==> src/rtl/output_channel_buffer_bank.sv <==
// Per-channel circular FIFOs between writeback and the output channels.
// Supports broadcast enqueue, full-channel pass-through and sticky overflow flags.
module output_channel_buffer_bank #(
  parameter int TIA_NUM_OUTPUT_CHANNELS        = 4,
  parameter int TIA_CHANNEL_BUFFER_FIFO_DEPTH  = 4,
  parameter int TIA_CHANNEL_BUFFER_COUNT_WIDTH = 3,
  parameter int TIA_WORD_WIDTH                 = 32,
  parameter int TIA_TAG_WIDTH                  = 2
) (
  input  logic                                                        clock,
  input  logic                                                        reset,
  input  logic [TIA_NUM_OUTPUT_CHANNELS-1:0]                          enqueue_oci,
  input  logic [TIA_WORD_WIDTH-1:0]                                   enqueue_data,
  input  logic [TIA_TAG_WIDTH-1:0]                                    enqueue_tag,
  output logic [TIA_CHANNEL_BUFFER_COUNT_WIDTH*TIA_NUM_OUTPUT_CHANNELS-1:0] output_channel_counts,
  output logic [TIA_NUM_OUTPUT_CHANNELS-1:0]                          output_channel_valid,
  output logic [TIA_WORD_WIDTH*TIA_NUM_OUTPUT_CHANNELS-1:0]           output_channel_data,
  output logic [TIA_TAG_WIDTH*TIA_NUM_OUTPUT_CHANNELS-1:0]            output_channel_tag,
  input  logic [TIA_NUM_OUTPUT_CHANNELS-1:0]                          output_channel_ready,
  output logic [TIA_NUM_OUTPUT_CHANNELS-1:0]                          output_channel_overflow
);

  localparam int N       = TIA_NUM_OUTPUT_CHANNELS;
  localparam int DEPTH   = TIA_CHANNEL_BUFFER_FIFO_DEPTH;
  localparam int CW      = TIA_CHANNEL_BUFFER_COUNT_WIDTH;
  localparam int W       = TIA_WORD_WIDTH;
  localparam int T       = TIA_TAG_WIDTH;
  localparam int PTR_W   = (DEPTH > 1) ? $clog2(DEPTH) : 1;
  localparam int ENTRY_W = T + W;
  localparam logic [CW-1:0] FULL_COUNT = CW'(DEPTH);

  logic [PTR_W-1:0]   head_q  [N];
  logic [PTR_W-1:0]   tail_q  [N];
  logic [CW-1:0]      count_q [N];
  logic [ENTRY_W-1:0] mem_q   [N][DEPTH];
  logic [N-1:0]       overflow_q;

  logic [N-1:0] deq;
  logic [N-1:0] enq;
  logic [N-1:0] drop;

  always_comb begin
    deq                   = '0;
    enq                   = '0;
    drop                  = '0;
    output_channel_counts = '0;
    output_channel_valid  = '0;
    output_channel_data   = '0;
    output_channel_tag    = '0;
    for (int unsigned i = 0; i < N; i++) begin
      output_channel_valid[i] = (count_q[i] != '0);
      deq[i]  = (count_q[i] != '0) & output_channel_ready[i];
      // A full channel still accepts when its head leaves on the same edge.
      enq[i]  = enqueue_oci[i] & ((count_q[i] != FULL_COUNT) | deq[i]);
      drop[i] = enqueue_oci[i] & (count_q[i] == FULL_COUNT) & ~deq[i];
      output_channel_counts[i*CW +: CW] = count_q[i];
      {output_channel_tag[i*T +: T], output_channel_data[i*W +: W]} = mem_q[i][head_q[i]];
    end
  end

  assign output_channel_overflow = overflow_q;

  always_ff @(posedge clock or negedge reset) begin
    if (!reset) begin
      for (int unsigned i = 0; i < N; i++) begin
        head_q[i]  <= '0;
        tail_q[i]  <= '0;
        count_q[i] <= '0;
      end
      overflow_q <= '0;
    end else begin
      for (int unsigned i = 0; i < N; i++) begin
        if (enq[i]) tail_q[i] <= tail_q[i] + PTR_W'(1);
        if (deq[i]) head_q[i] <= head_q[i] + PTR_W'(1);
        if (enq[i] && !deq[i])      count_q[i] <= count_q[i] + CW'(1);
        else if (deq[i] && !enq[i]) count_q[i] <= count_q[i] - CW'(1);
        if (drop[i]) overflow_q[i] <= 1'b1;
      end
    end
  end

  // Storage is not reset; writes are gated so nothing lands while reset is held.
  always_ff @(posedge clock) begin
    for (int unsigned i = 0; i < N; i++) begin
      if (reset && enq[i]) mem_q[i][tail_q[i]] <= {enqueue_tag, enqueue_data};
    end
  end

endmodule
==> config.mk <==
export PLATFORM = sky130hd
export DESIGN_NAME = output_channel_buffer_bank
export DESIGN_NICKNAME = d
export VERILOG_FILES = /design/src/rtl/output_channel_buffer_bank.sv
export SDC_FILE = /design/constraint.sdc
export NUM_CORES = 1
export LEC_CHECK = 0
export BUFFER_PORTS_ARGS = -buffer_cell sky130_fd_sc_hd__buf_4
export CORE_MARGIN = 8
export CORE_UTILIZATION = 63
export DETAILED_ROUTE_END_ITERATION = 10
export GPL_ROUTABILITY_DRIVEN = 0
export GPL_TIMING_DRIVEN = 0
export PLACE_DENSITY = 0.84
export SYNTH_ARGS = -nofsm -noshare
export SYNTH_HDL_FRONTEND = slang
export SYNTH_SLANG_ARGS = --single-unit
==> constraint.sdc <==
create_clock -name clock -period 3.9 [get_ports clock]
set_clock_uncertainty 0.1 [all_clocks]
set_input_delay 0.78 -clock clock [delete_from_list [all_inputs] [get_ports clock]]
set_output_delay 0.78 -clock clock [all_outputs]
set_load 0.1 [all_outputs]
### Word-level counts from Yosys, hierarchy flattened

Memory sizes are Yosys's and may differ from the RTL's.
Index checks and enable logic that the tools add are counted.

| operators by class | value |
|---|---|
| add/sub/neg operators | 16 |
| magnitude comparators | 12 |
| eq/ne operators | 8 |
| multiplexer cells | 36 |
| bitwise gates (word level) | 32 |
| reductions and logical operators | 32 |

Operators with widths:

| kind | number |
|---|---|
| two-way mux 136 bit | 4 |
| two-way mux 34 bit | 12 |
| binary-select mux 34 bit (select 2 bit) | 4 |
| demux 34 bit (select 2 bit) | 4 |
| >= comparator 3 bit, second input constant | 8 |
| two-way mux 3 bit | 8 |
| NOT 2 -> 3 bit | 8 |
| adder 2 x 1 -> 2 bit, second input constant | 8 |
| bitwise AND 1 bit | 16 |
| logical AND 1 bit | 16 |
| adder 3 x 1 -> 3 bit, second input constant | 4 |
| equality test 3 bit, second input constant | 4 |
| less-than comparator 3 x 1 -> 1 bit, second input constant | 4 |
| != test 3 bit, second input constant | 4 |
| nonzero test 3 bit | 4 |
| subtractor 3 x 1 -> 3 bit, second input constant | 4 |
| zero test 1 bit | 8 |
| nonzero test 2 bit | 4 |
| two-way mux 1 bit | 4 |
| NOT 1 bit | 4 |
| OR 1 bit | 4 |

| storage, ports and cells | value |
|---|---|
| register bits after elaboration | 32 |
| bits in writable memories | 544 |
| input bits | 44 |
| output and inout port bits | 156 |
| memories | 1 |

Memories:

| memory | depth | width | rd ports | clocked after memory_dff | wr ports | RTL line | RTL |
|---|---|---|---|---|---|---|---|
| mem_q | 4 | 136 | 4 | 0 | 4 | 35 | `logic [ENTRY_W-1:0] mem_q [N][DEPTH];` |

### Longest topological paths before layout

Gate-level depths: netlist of run 1.

| logic depth | value |
|---|---|
| depth after elaboration | 8 |
| gate-level depth with buffers | 9 |
| depth with buffers taken out | 9 |

### Worst setup path after synthesis of run 1

Ideal clock, no wire load.

| path | value |
|---|---|
| kind | register to register |
| from | reg count_q, in the netlist output_channel_counts[9] |
| to | reg count_q, in the netlist output_channel_counts[10] |
| data arrival time | 3021 ps |
| data required time | 3674 ps |
| path slack | 652 ps |
| stages on the path, launching flop included | 7 |
| buffers on the path | 0 |
| clock period less this slack | 3248 ps |
| cells stage by stage | dfrtp_1 or3_1 nand2_1 ha_1 inv_1 fa_1 mux2_2 |

| on the way | value |
|---|---|
| longest elaborated chain between the ends | 7 |

Ends and longest elaborated chain:

| element | RTL line | RTL |
|---|---|---|
| from (decl) | 34 | `logic [CW-1:0] count_q [N];` |
| from (signal, indexed assignment) | 75 | `if (enq[i] && !deq[i]) count_q[i] <= count_q[i] + CW'(1);` |
| from (signal, indexed assignment) | 76 | `else if (deq[i] && !enq[i]) count_q[i] <= count_q[i] - CW'(1);` |
| nonzero test 3 bit * | - |  |
| via output_channel_valid[3] | 16 | `output logic [TIA_NUM_OUTPUT_CHANNELS-1:0] output_channel_valid,` |
| bitwise AND 1 bit * | 52 | `deq[i] = (count_q[i] != '0) & output_channel_ready[i];` |
| OR 1 bit | 54 | `enq[i] = enqueue_oci[i] & ((count_q[i] != FULL_COUNT) \| deq[i]);` |
| bitwise AND 1 bit | 54 |  |
| zero test 1 bit | 76 |  |
| logical AND 1 bit | 76 |  |
| nonzero test 2 bit (no source line) | - |  |

The timed path passes the listed nets; every way through them passes the cells marked *. The select of a mux whose other input is x is not followed.
A chain may end at the register's enable or synchronous reset.

### Worst setup path in the final report of run 1

| path | value |
|---|---|
| from | reg head_q[5] in the netlist's numbering |
| to | out output_channel_data[60] |

| on the way | value |
|---|---|
| longest elaborated chain between the ends | 4 |

Ends and longest elaborated chain:

| element | RTL line | RTL |
|---|---|---|
| from (decl) | 32 | `logic [PTR_W-1:0] head_q [N];` |
| from (signal, indexed assignment) | 74 | `if (deq[i]) head_q[i] <= head_q[i] + PTR_W'(1);` |
| NOT 2 -> 3 bit (implied by the code) | 57 | `{output_channel_tag[i*T +: T], output_channel_data[i*W +: W]} = mem_q[i][head_q[i]];` |
| binary-select mux 34 bit (select 2 bit) | 57 |  |
| two-way mux 34 bit (implied by the code) (2 in series) | 57 |  |
| to (decl) | 17 | `output logic [TIA_WORD_WIDTH*TIA_NUM_OUTPUT_CHANNELS-1:0] output_channel_data,` |

No other way between the ends. The select of a mux whose other input is x is not followed.

==> out/results.txt, run 1 <==
Outcome: completed
I/O pin count: 200
Total global routing overflow: 0
Vias in the first global route: 10620
Critical path arrival: 2.66 ns
Ys Warns: 0
Simple-gate portion of the synthesized area: 1.315%
R2r worst-path depth: 8
Unique masters post-synth: 28
CTS Buffer Depth: 3
RR Endpoint: output_channel_counts[11]$_DFFE_PN0P_
Critical Path End: output_channel_data[60]
Cells after synthesis: 864
Routed len/inst: 29.72 um
Post-Synth Adder-Cell Area: 1.543%
Asr flop ratio synth: 5.556%
Largest family of logic cells by synthesized area: multiplexers
Netlist Area Pre-Place: 0.02140 mm2
Dpl ws: 1.016 ns
Crit path time final: 3.536 ns
Worst setup EP type: output port
RSZ-0062 raised after global routing: false
Post-CTS setup buffers: 0
Most common cell after layout, fill and taps aside: edfxtp_1
Post-synthesis xor/xnor area fraction: 0.9821%
Rows: 67
Leading cell types in the layout, fill and taps excluded: edfxtp_1, buf_4, mux4_2
Part of the cycle the worst path needs: 90.67%
Reg2Reg Setup Slack: 1.51 ns
Post-synthesis compound-gate area fraction: 0.1403%
DRT antenna net count: 0
CTS H-tree depth: 2
CP startpoint kind: register
Clock buffer count from CTS: 54
Area delta synth->final: 19.55%
Port Buffers: 199
Antenna violations before repair: 0
DRC: 0
TNS Setup: 0 ns
Critical Path Start: head_q[5]$_DFFE_PN0N_
Fmax: 282.8 MHz
Worst setup margin: 0.3637 ns
Syn Nets: 932
Die Wd: 200.3 um
Die height: 200.3 um
Number of setup violations in the final report: 0
Critical Path RT: 3.02 ns
Reg area: 0.01714 mm2
CTS root buffer: clkbuf_16
Avg Cell Area, Syn: 24.77 um2
DRT iter0 DRCs: 846
CP Max Fanout: 10
Core ar.: 0.03353 mm2
RR Startpoint: output_channel_counts[9]$_DFFE_PN0P_
Rel. slew slack: 36.03%
Top_reg_cell synth: edfxtp_1
Clk sinks: 576
Share of the synthesized area in the top cell type: 76.32%
Pins Over Slew Limit: 0
Nets: 1203
Kind of critical path: register to output port
Hpwl dp: 30520 um
HP Class: input port to async pin
Area leader, netlist: edfxtp_1
Max cap viols: 0
FILL cells: 1760
Largest net degree at the start of global routing: 43
DR vias: 10160
Slew at the pin closest to its max-slew limit: 0.9596 ns
EDFF count, synth: 544
Proportion of layout cells with a drive suffix above 1: 41.49%
Mux cell area share after synthesis: 14.73%
Clk pin slew, worst setup/hold paths: 0.06 ns
TritonCTS clock tree: done
Fin. Hold Viols: 0
First-pass GRT wire length: 71090 um
Hold-fix buffers, CTS: 0
Resized Gates After CTS: 0
Initial Utilization: 63.83%
Final wirelength: 48410 um
#FFs+latches synth: 576
Clk_lat worst skew: 0.57 ns
Total GRT Usage: 24.02%
N_diodes: 0
Die ar.: 0.04013 mm2
Drt first pass iters: 5
Area of the multi-input gates: 0.004025 mm2
Sequential cell area fraction in the yosys report: 80.07%
Synth area leaders: edfxtp_1, mux4_2, dfrtp_1
Avg Vias per Cell: 6.239
## cell families (layout without fill, tap and decap cells)
kind of cell / Yosys count / count (layout)
and+or+nand+nor: 42 / 42
DFF: 576 / 576
xor gates and xnor gates: 24 / 24
muxes: 144 / 144
buffers and inverters: 50 / 367
adders and majority gates: 24 / 24
AOI/OAI and AO/OA: 4 / 4
## state kept, by name, indices dropped and copies added, names as in the netlist
name	cells
tail_q	8
mem_q	544
output_channel_overflow	4
output_channel_counts	12
head_q	8
## per-layer routing
metal / global-route usage (%) / vias to the layer above / wire, um
met5: 1.106 / - / 58
met2: 41.28 / 567 / 25230
li1: - / 4167 / -
met1: 31.41 / 5347 / 17910
met4: 6.465 / 2 / 1188
met3: 4.534 / 80 / 4024
## cell usage after synthesis, types with 8 or more instances
cell type and instances:
buf_2 14, and2_1 8, mux4_2 136, xnor2_1 16
dfrtp_1 32, ha_1 20, inv_1 16, edfxtp_1 544
and3_1 8, buf_4 15, xor2_1 8
## worst max-delay path: stages (launching register included)
cell and delay (ns):
dfrtp_1 0.33, buf_2 0.26, clkbuf_1 0.75, mux4_2 0.48
buf_4 0.26
## worst min path at each step
stage | endpoint | depth (start not counted) | slack [ns]
after global placement | output_channel_overflow[3]$_DFFE_PN0P_ | 1 | 0.34
final | output_channel_overflow[2]$_DFFE_PN0P_ | 1 | 0.09
after CTS | head_q[1]$_DFFE_PN0N_ | 1 | 0.09
after global routing | output_channel_overflow[2]$_DFFE_PN0P_ | 1 | 0.13
after detailed placement | output_channel_overflow[1]$_DFFE_PN0P_ | 1 | 0.35
after floorplan | head_q[0]$_DFFE_PN0N_ | 0 | 0.38
## per-stage QoR
| step | hold WS [ns] | cell area [um2] | cells | utilization, % |
|---|---|---|---|---|
| 6_report | 0.08871 | 25590 | 1629 | 76.31 |
| 3_5_place_dp | 0.3523 | 23870 | 1527 | 71.17 |
| 3_3_place_gp | 0.3394 | 23460 | 1511 | 69.96 |
| 4_1_cts | 0.09238 | 25590 | 1629 | 76.31 |
| 2_1_floorplan | 0.3844 | 21400 | 864 | - |
| 5_1_grt | 0.1294 | 25590 | 1629 | 76.31 |
## final cells by class
class	count	area share (%)
Sequential cell	576	66.97
Clock buffer	72	5.902
Multi-Input combinational cell	238	15.73
Clock inverter	30	0.8264
Tap cell	448	2.191
Inverter	16	0.2347
Buffer	34	0.7873
Timing Repair Buffer	215	7.355
Power of run 1 is left out: the tool's default activity adds up to more than one toggle a clock period on the data nets, which glitch-free logic cannot reach.
==> inputs of run 2 (changes only) <==
--- a/config.mk
+++ b/config.mk
@@ -6,12 +6,14 @@
 export NUM_CORES = 1
 export LEC_CHECK = 0
 export BUFFER_PORTS_ARGS = -buffer_cell sky130_fd_sc_hd__buf_4
+export CORE_ASPECT_RATIO = 1.2
 export CORE_MARGIN = 8
 export CORE_UTILIZATION = 63
 export DETAILED_ROUTE_END_ITERATION = 10
 export GPL_ROUTABILITY_DRIVEN = 0
 export GPL_TIMING_DRIVEN = 0
 export PLACE_DENSITY = 0.84
+export SETUP_SLACK_MARGIN = 0.1
 export SYNTH_ARGS = -nofsm -noshare
 export SYNTH_HDL_FRONTEND = slang
 export SYNTH_SLANG_ARGS = --single-unit
==> run 2 against run 1 <==
  * Via count fell by 0.45%
  * Hold slack better by 0.0028 ns
  * Register-to-register slack is essentially flat
  * Critical endpoint is now output_channel_data[58]
==> out/results.txt, run 2 (synthesis gave the netlist of run 1 again) <==
Nets: 1200 (-0.25%)
DRC: 0 (unchanged)
Part of the cycle the worst path needs: 89.56% (-1.1 points)
Antenna violations before repair: 1 (+1)
TNS Setup: 0 ns (unchanged)
CTS Buffer Depth: 3 (unchanged)
Critical Path RT: 3.02 ns (about the same)
Pins Over Slew Limit: 0 (unchanged)
Clock buffer count from CTS: 51 (-5.6%)
CP startpoint kind: register
Largest register FFs: 544 (unchanged)
Vias in the first global route: 10990 (+3.5%)
Proportion of layout cells with a drive suffix above 1: 40.85% (-0.64 points)
Most common cell after layout, fill and taps aside: edfxtp_1
RR Endpoint: output_channel_counts[1]$_DFFE_PN0P_
R2r worst-path depth: 7 (-1)
DRT antenna net count: 0 (unchanged)
Port Buffers: 199 (unchanged)
CTS root buffer: clkbuf_16
HP Class: input port to async pin
Core ar.: 0.03379 mm2 (+0.78%)
RSZ-0062 raised after global routing: false
Max cap viols: 0 (unchanged)
I/O pin count: 200 (unchanged)
DRT iter0 DRCs: 928 (+9.7%)
Die height: 217.9 um (+8.8%)
Number of setup violations in the final report: 0 (unchanged)
DR vias: 10120 (-0.45%)
Critical path arrival: 2.61 ns (-0.05 ns)
CP Max Fanout: 10 (unchanged)
Avg Vias per Cell: 6.222 (-0.27%)
First-pass GRT wire length: 70530 um (-0.79%)
Slew at the pin closest to its max-slew limit: 0.9353 ns (-0.02428 ns)
CTS H-tree depth: 2 (unchanged)
Die ar.: 0.04015 mm2 (about the same)
Drt first pass iters: 5 (unchanged)
Clk sinks: 576 (unchanged)
Rel. slew slack: 37.65% (+1.6 points)
Area delta synth->final: 18.64%
Largest net degree at the start of global routing: 43 (unchanged)
Die Wd: 184.3 um (-8.0%)
N_diodes: 0 (unchanged)
Clk pin slew, worst setup/hold paths: 0.06 ns (about the same)
Fmax: 286.3 MHz (+1.2%)
Routed len/inst: 29.84 um (+0.39%)
Clk_lat worst skew: 0.56 ns (about the same)
Total global routing overflow: 0 (unchanged)
Leading cell types in the layout, fill and taps excluded: edfxtp_1, buf_4, mux4_2
Kind of critical path: register to output port
Outcome: completed
Worst setup EP type: output port
Initial Utilization: 63.33% (-0.50 points)
Hold-fix buffers, CTS: 0 (unchanged)
Final wirelength: 48510 um (+0.20%)
RR Startpoint: output_channel_counts[0]$_DFFE_PN0P_
TritonCTS clock tree: done
Reg2Reg Setup Slack: 1.50 ns (about the same)
Hpwl dp: 30100 um (-1.4%)
Crit path time final: 3.493 ns (-0.04328 ns)
Fin. Hold Viols: 0 (unchanged)
Post-CTS setup buffers: 0 (unchanged)
Resized Gates After CTS: 0 (unchanged)
Total GRT Usage: 24.55% (+0.53 points)
Rows: 74 (+10%)
## run 2: changes by cell type in the layout (fill, tap and decap cells not counted), sizes merged
| cell | previous run | this run |
|---|---|---|
| bufinv | 2 | 1 |
| clkbuf | 74 | 64 |
| clkinv | 27 | 25 |
| clkinvlp | 1 | 2 |
| inv | 16 | 17 |
## run 2: stage by stage
step	cells	worst slack [ns]	utilization (%)	instance area [um2]	hold WS, ns
after floorplan	864	0.6525	-	21400	0.3844
final	1626	0.4070	75.14	25390	0.09155
after detailed placement	1535	0.9698	70.71	23900	0.3459
after global routing	1626	0.3407	75.14	25390	0.1170
after CTS	1626	0.4276	75.14	25390	0.08307
after global placement	1519	0.2313	69.44	23470	0.3390
## run 2: critical path, cell delays in order, from the launching register on
cell      delay (ns)
dfrtp_1         0.34
buf_2           0.27
clkbuf_1        0.74
mux4_2          0.45
buf_4           0.26
## run 2: layer usage
layer  wire, um  up-vias  share of wire (%)  global-route usage, %
li1           -     4146                  -                      -
met1      17440     5350                 36                  29.65
met2      25900      523                 53                  43.25
met3       3695       96                7.6                  5.383
met4       1461        2                3.0                  8.589
met5         13        -              0.027                      0
## run 2: final cells by class
| type | count | area [um2] |
|---|---|---|
| Inverter | 16 | 60.06 |
| Sequential cell | 576 | 17140 |
| Fill cell | 1747 | 8402 |
| Tap cell | 456 | 570.5 |
| Buffer | 34 | 201.4 |
| Clock buffer | 62 | 1328 |
| Multi-Input combinational cell | 238 | 4025 |
| Timing Repair Buffer | 215 | 1904 |
| Clock inverter | 29 | 167.7 |
## run 2: worst max-delay path by stage
stage	startpoint	to	slack, ns	depth (start not counted)
floorplan	output_channel_counts[9]$_DFFE_PN0P_	output_channel_counts[10]$_DFFE_PN0P_	0.65	6
global placement	reset	mem_q[2][125]$_DFFE_PP_	0.23	3
detailed placement	head_q[5]$_DFFE_PN0N_	output_channel_data[63]	0.97	4
CTS	head_q[5]$_DFFE_PN0N_	output_channel_data[58]	0.43	4
global route	head_q[5]$_DFFE_PN0N_	output_channel_data[58]	0.34	4
finish	head_q[5]$_DFFE_PN0N_	output_channel_data[58]	0.41	4
Power of run 2 is left out for the same reason.
==> inputs of run 3 (changes only) <==
--- a/config.mk
+++ b/config.mk
@@ -5,14 +5,15 @@
 export SDC_FILE = /design/constraint.sdc
 export NUM_CORES = 1
 export LEC_CHECK = 0
+export ABC_AREA = 1
 export BUFFER_PORTS_ARGS = -buffer_cell sky130_fd_sc_hd__buf_4
 export CORE_ASPECT_RATIO = 1.2
 export CORE_MARGIN = 8
-export CORE_UTILIZATION = 63
+export CORE_UTILIZATION = 64
 export DETAILED_ROUTE_END_ITERATION = 10
 export GPL_ROUTABILITY_DRIVEN = 0
 export GPL_TIMING_DRIVEN = 0
-export PLACE_DENSITY = 0.84
+export PLACE_DENSITY = 0.85
 export SETUP_SLACK_MARGIN = 0.1
 export SYNTH_ARGS = -nofsm -noshare
 export SYNTH_HDL_FRONTEND = slang
==> run 3 against run 2 <==
  * Synthesized cell count is 110% higher
  * Non-clock buffer count is 56 higher
  * Routed wire length grew 18%
  * Register-to-register slack worse by 0.04 ns
  * Maximum frequency is 13% higher
  * Critical path type unchanged
  * Critical endpoint is now output_channel_data[53]
==> out/results.txt, run 3 <==
Proportion of layout cells with a drive suffix above 1: 24.61% (-16 points)
Crit path time final: 3.089 ns (-0.4042 ns)
Total global routing overflow: 0 (unchanged)
Netlist Area Pre-Place: 0.02395 mm2 (+12%)
Hold-fix buffers, CTS: 0 (unchanged)
Reg2Reg Setup Slack: 1.46 ns (-0.04 ns)
Ys Warns: 0 (unchanged)
Syn Nets: 1916 (+110%)
Share of the synthesized area in the top cell type: 68.21% (-8.1 points)
Slew at the pin closest to its max-slew limit: 1.042 ns (+0.1066 ns)
Port Buffers: 199 (unchanged)
Kind of critical path: register to output port
Critical path arrival: 2.21 ns (-0.40 ns)
CP Cell Sequence: buf_6, inv_4, buf_4, nor2_1, nor2_1, o21ai_0, nand2_1, buf_4
Commonest cells in the netlist: edfxtp_1, nand2_1, nor2_1
Outcome: completed
Largest net degree at the start of global routing: 37 (-14%)
Hpwl dp: 38220 um (+27%)
CTS root buffer: clkbuf_16
RR Endpoint: mem_q[1][77]$_DFFE_PP_
CP startpoint kind: register
Die height: 227.9 um (+4.6%)
Resized Gates After CTS: 0 (unchanged)
Placed cell count: 2535 (+65%)
Total GRT Usage: 25.75% (+1.2 points)
Area of the multi-input gates: 0.005523 mm2 (+37%)
Pins Over Slew Limit: 0 (unchanged)
Nets: 2184 (+82%)
Avg Vias per Cell: 5.841 (-6.1%)
Worst setup margin: 0.8112 ns (+0.4042 ns)
TritonCTS clock tree: done
Fmax: 323.8 MHz (+13%)
Worst setup EP type: output port
DRC: 0 (unchanged)
Core ar.: 0.03690 mm2 (+9.2%)
Area delta synth->final: 17.92%
Critical-path top delay cell: dfrtp_1
Number of setup violations in the final report: 0 (unchanged)
Vias in the first global route: 15650 (+42%)
Largest register FFs: 544 (unchanged)
Die Wd: 192.6 um (+4.5%)
RSZ-0062 raised after global routing: false
Critical Path Start: head_q[4]$_DFFE_PN0N_
Unique masters post-synth: 19 (-32%)
Clock buffer count from CTS: 53 (+3.9%)
CP Max Fanout: 10 (unchanged)
RR Startpoint: output_channel_counts[5]$_DFFE_PN0P_
Most instantiated library cell after synthesis: edfxtp_1
Rows: 77 (+4.1%)
Cells after synthesis: 1848 (+110%)
Drt first pass iters: 5 (unchanged)
Critical Path RT: 3.02 ns (about the same)
Post-CTS setup buffers: 0 (unchanged)
FILL cells: 1983 (+14%)
Die ar.: 0.04390 mm2 (+9.3%)
Part of the cycle the worst path needs: 79.20% (-10 points)
R2r worst-path depth: 5 (-2)
CTS H-tree depth: 2 (unchanged)
N_diodes: 0 (unchanged)
Clk_lat worst skew: 0.58 ns (+0.02 ns)
Levels on crit path: 8 (+4)
First-pass GRT wire length: 87150 um (+24%)
Clk pin slew, worst setup/hold paths: 0.06 ns (about the same)
Initial Utilization: 64.91% (+1.6 points)
Asr flop ratio synth: 5.556% (unchanged)
DRT iter0 DRCs: 1416 (+53%)
HP Class: input port to async pin
Final wirelength: 57150 um (+18%)
Largest stage delay, worst path: 0.37 ns (-0.37 ns)
Clk sinks: 576 (unchanged)
Area leader, netlist: edfxtp_1
Fin. Hold Viols: 0 (unchanged)
Reg area: 0.01714 mm2 (unchanged)
DR vias: 15370 (+52%)
Family with the most delay on the worst path: buffers and inverters
EDFF count, synth: 544 (unchanged)
CTS Buffer Depth: 3 (unchanged)
#FFs+latches synth: 576 (unchanged)
Avg Cell Area, Syn: 12.96 um2 (-48%)
DRT antenna net count: 0 (unchanged)
Rel. slew slack: 30.37% (-7.3 points)
Leading cell types in the layout, fill and taps excluded: edfxtp_1, nand2_1, nor2_1
I/O pin count: 200 (unchanged)
Critical Path End: output_channel_data[53]
Routed len/inst: 21.72 um (-27%)
Max cap viols: 0 (unchanged)
Most common cell after layout, fill and taps aside: edfxtp_1
Antenna violations before repair: 0 (-1)
Top_reg_cell synth: edfxtp_1
Synth area leaders: edfxtp_1, o211ai_2, nand2_1
Buffers & Inverters on Critical Path: 4 (+1)
Non-Filler Instances: 2632 (+62%)
Sequential cell area fraction in the yosys report: 71.55% (-8.5 points)
Dpl ws: 0.7418 ns (-0.2280 ns)
-- run 3: final cells by class --
cell class / instances / area share, %
Tap cell: 474 / 2.100
Inverter: 192 / 2.587
Sequential cell: 576 / 60.67
Clock buffer: 70 / 5.214
Multi-Input combinational cell: 988 / 19.55
Buffer: 92 / 2.410
Clock inverter: 27 / 0.9923
Timing Repair Buffer: 213 / 6.468
-- run 3: metal layers --
layer	up-vias	wire [um]	global-route usage (%)	share of wire (%)
met1	7497	21320	33.09	37
met4	0	2405	11.66	4.2
met5	-	0	0	0
met3	145	4689	3.984	8.2
met2	845	28740	42.64	50
li1	6887	-	-	-
-- run 3: how the worst min path moves through the flow --
stage                                                start                                     end  slack (ns)  cells past startpoint
floorplan                                            reset                   head_q[0]$_DFFE_PN0N_        0.38                      0
global placement    output_channel_overflow[0]$_DFFE_PN0P_  output_channel_overflow[0]$_DFFE_PN0P_        0.36                      1
detailed placement  output_channel_overflow[2]$_DFFE_PN0P_  output_channel_overflow[2]$_DFFE_PN0P_        0.36                      1
CTS                                                  reset  output_channel_overflow[3]$_DFFE_PN0P_        0.09                      1
global route                                         reset    output_channel_counts[9]$_DFFE_PN0P_        0.12                      1
finish                                               reset  output_channel_overflow[3]$_DFFE_PN0P_        0.09                      1
-- run 3: stage by stage --
| stage | TNS [ns] | hold slack, ns | cell area (um2) | util (%) |
|---|---|---|---|---|
| floorplan | 0 | 0.3844 | 23950 | - |
| global placement | -252.71 | 0.3613 | 26040 | 70.56 |
| detailed placement | 0 | 0.3632 | 26490 | 71.79 |
| CTS | 0 | 0.08878 | 28240 | 76.54 |
| global route | 0 | 0.1173 | 28240 | 76.54 |
| finish | 0 | 0.08800 | 28240 | 76.54 |
-- run 3: cell families (layout without fill, tap and decap cells) --
family                   after synthesis  count (layout)  synth area share (%)
AO/OA/AOI/OAI                        276             276                 10.07
flip-flops                           576             576                 71.55
XOR/XNOR                               4               4                0.1463
buffers and inverters                284             594                 5.893
adder cells (fa/ha/maj)               24              24                 1.379
AND/OR/NAND/NOR                      684             684                 10.96
Power of run 3 is left out for the same reason.
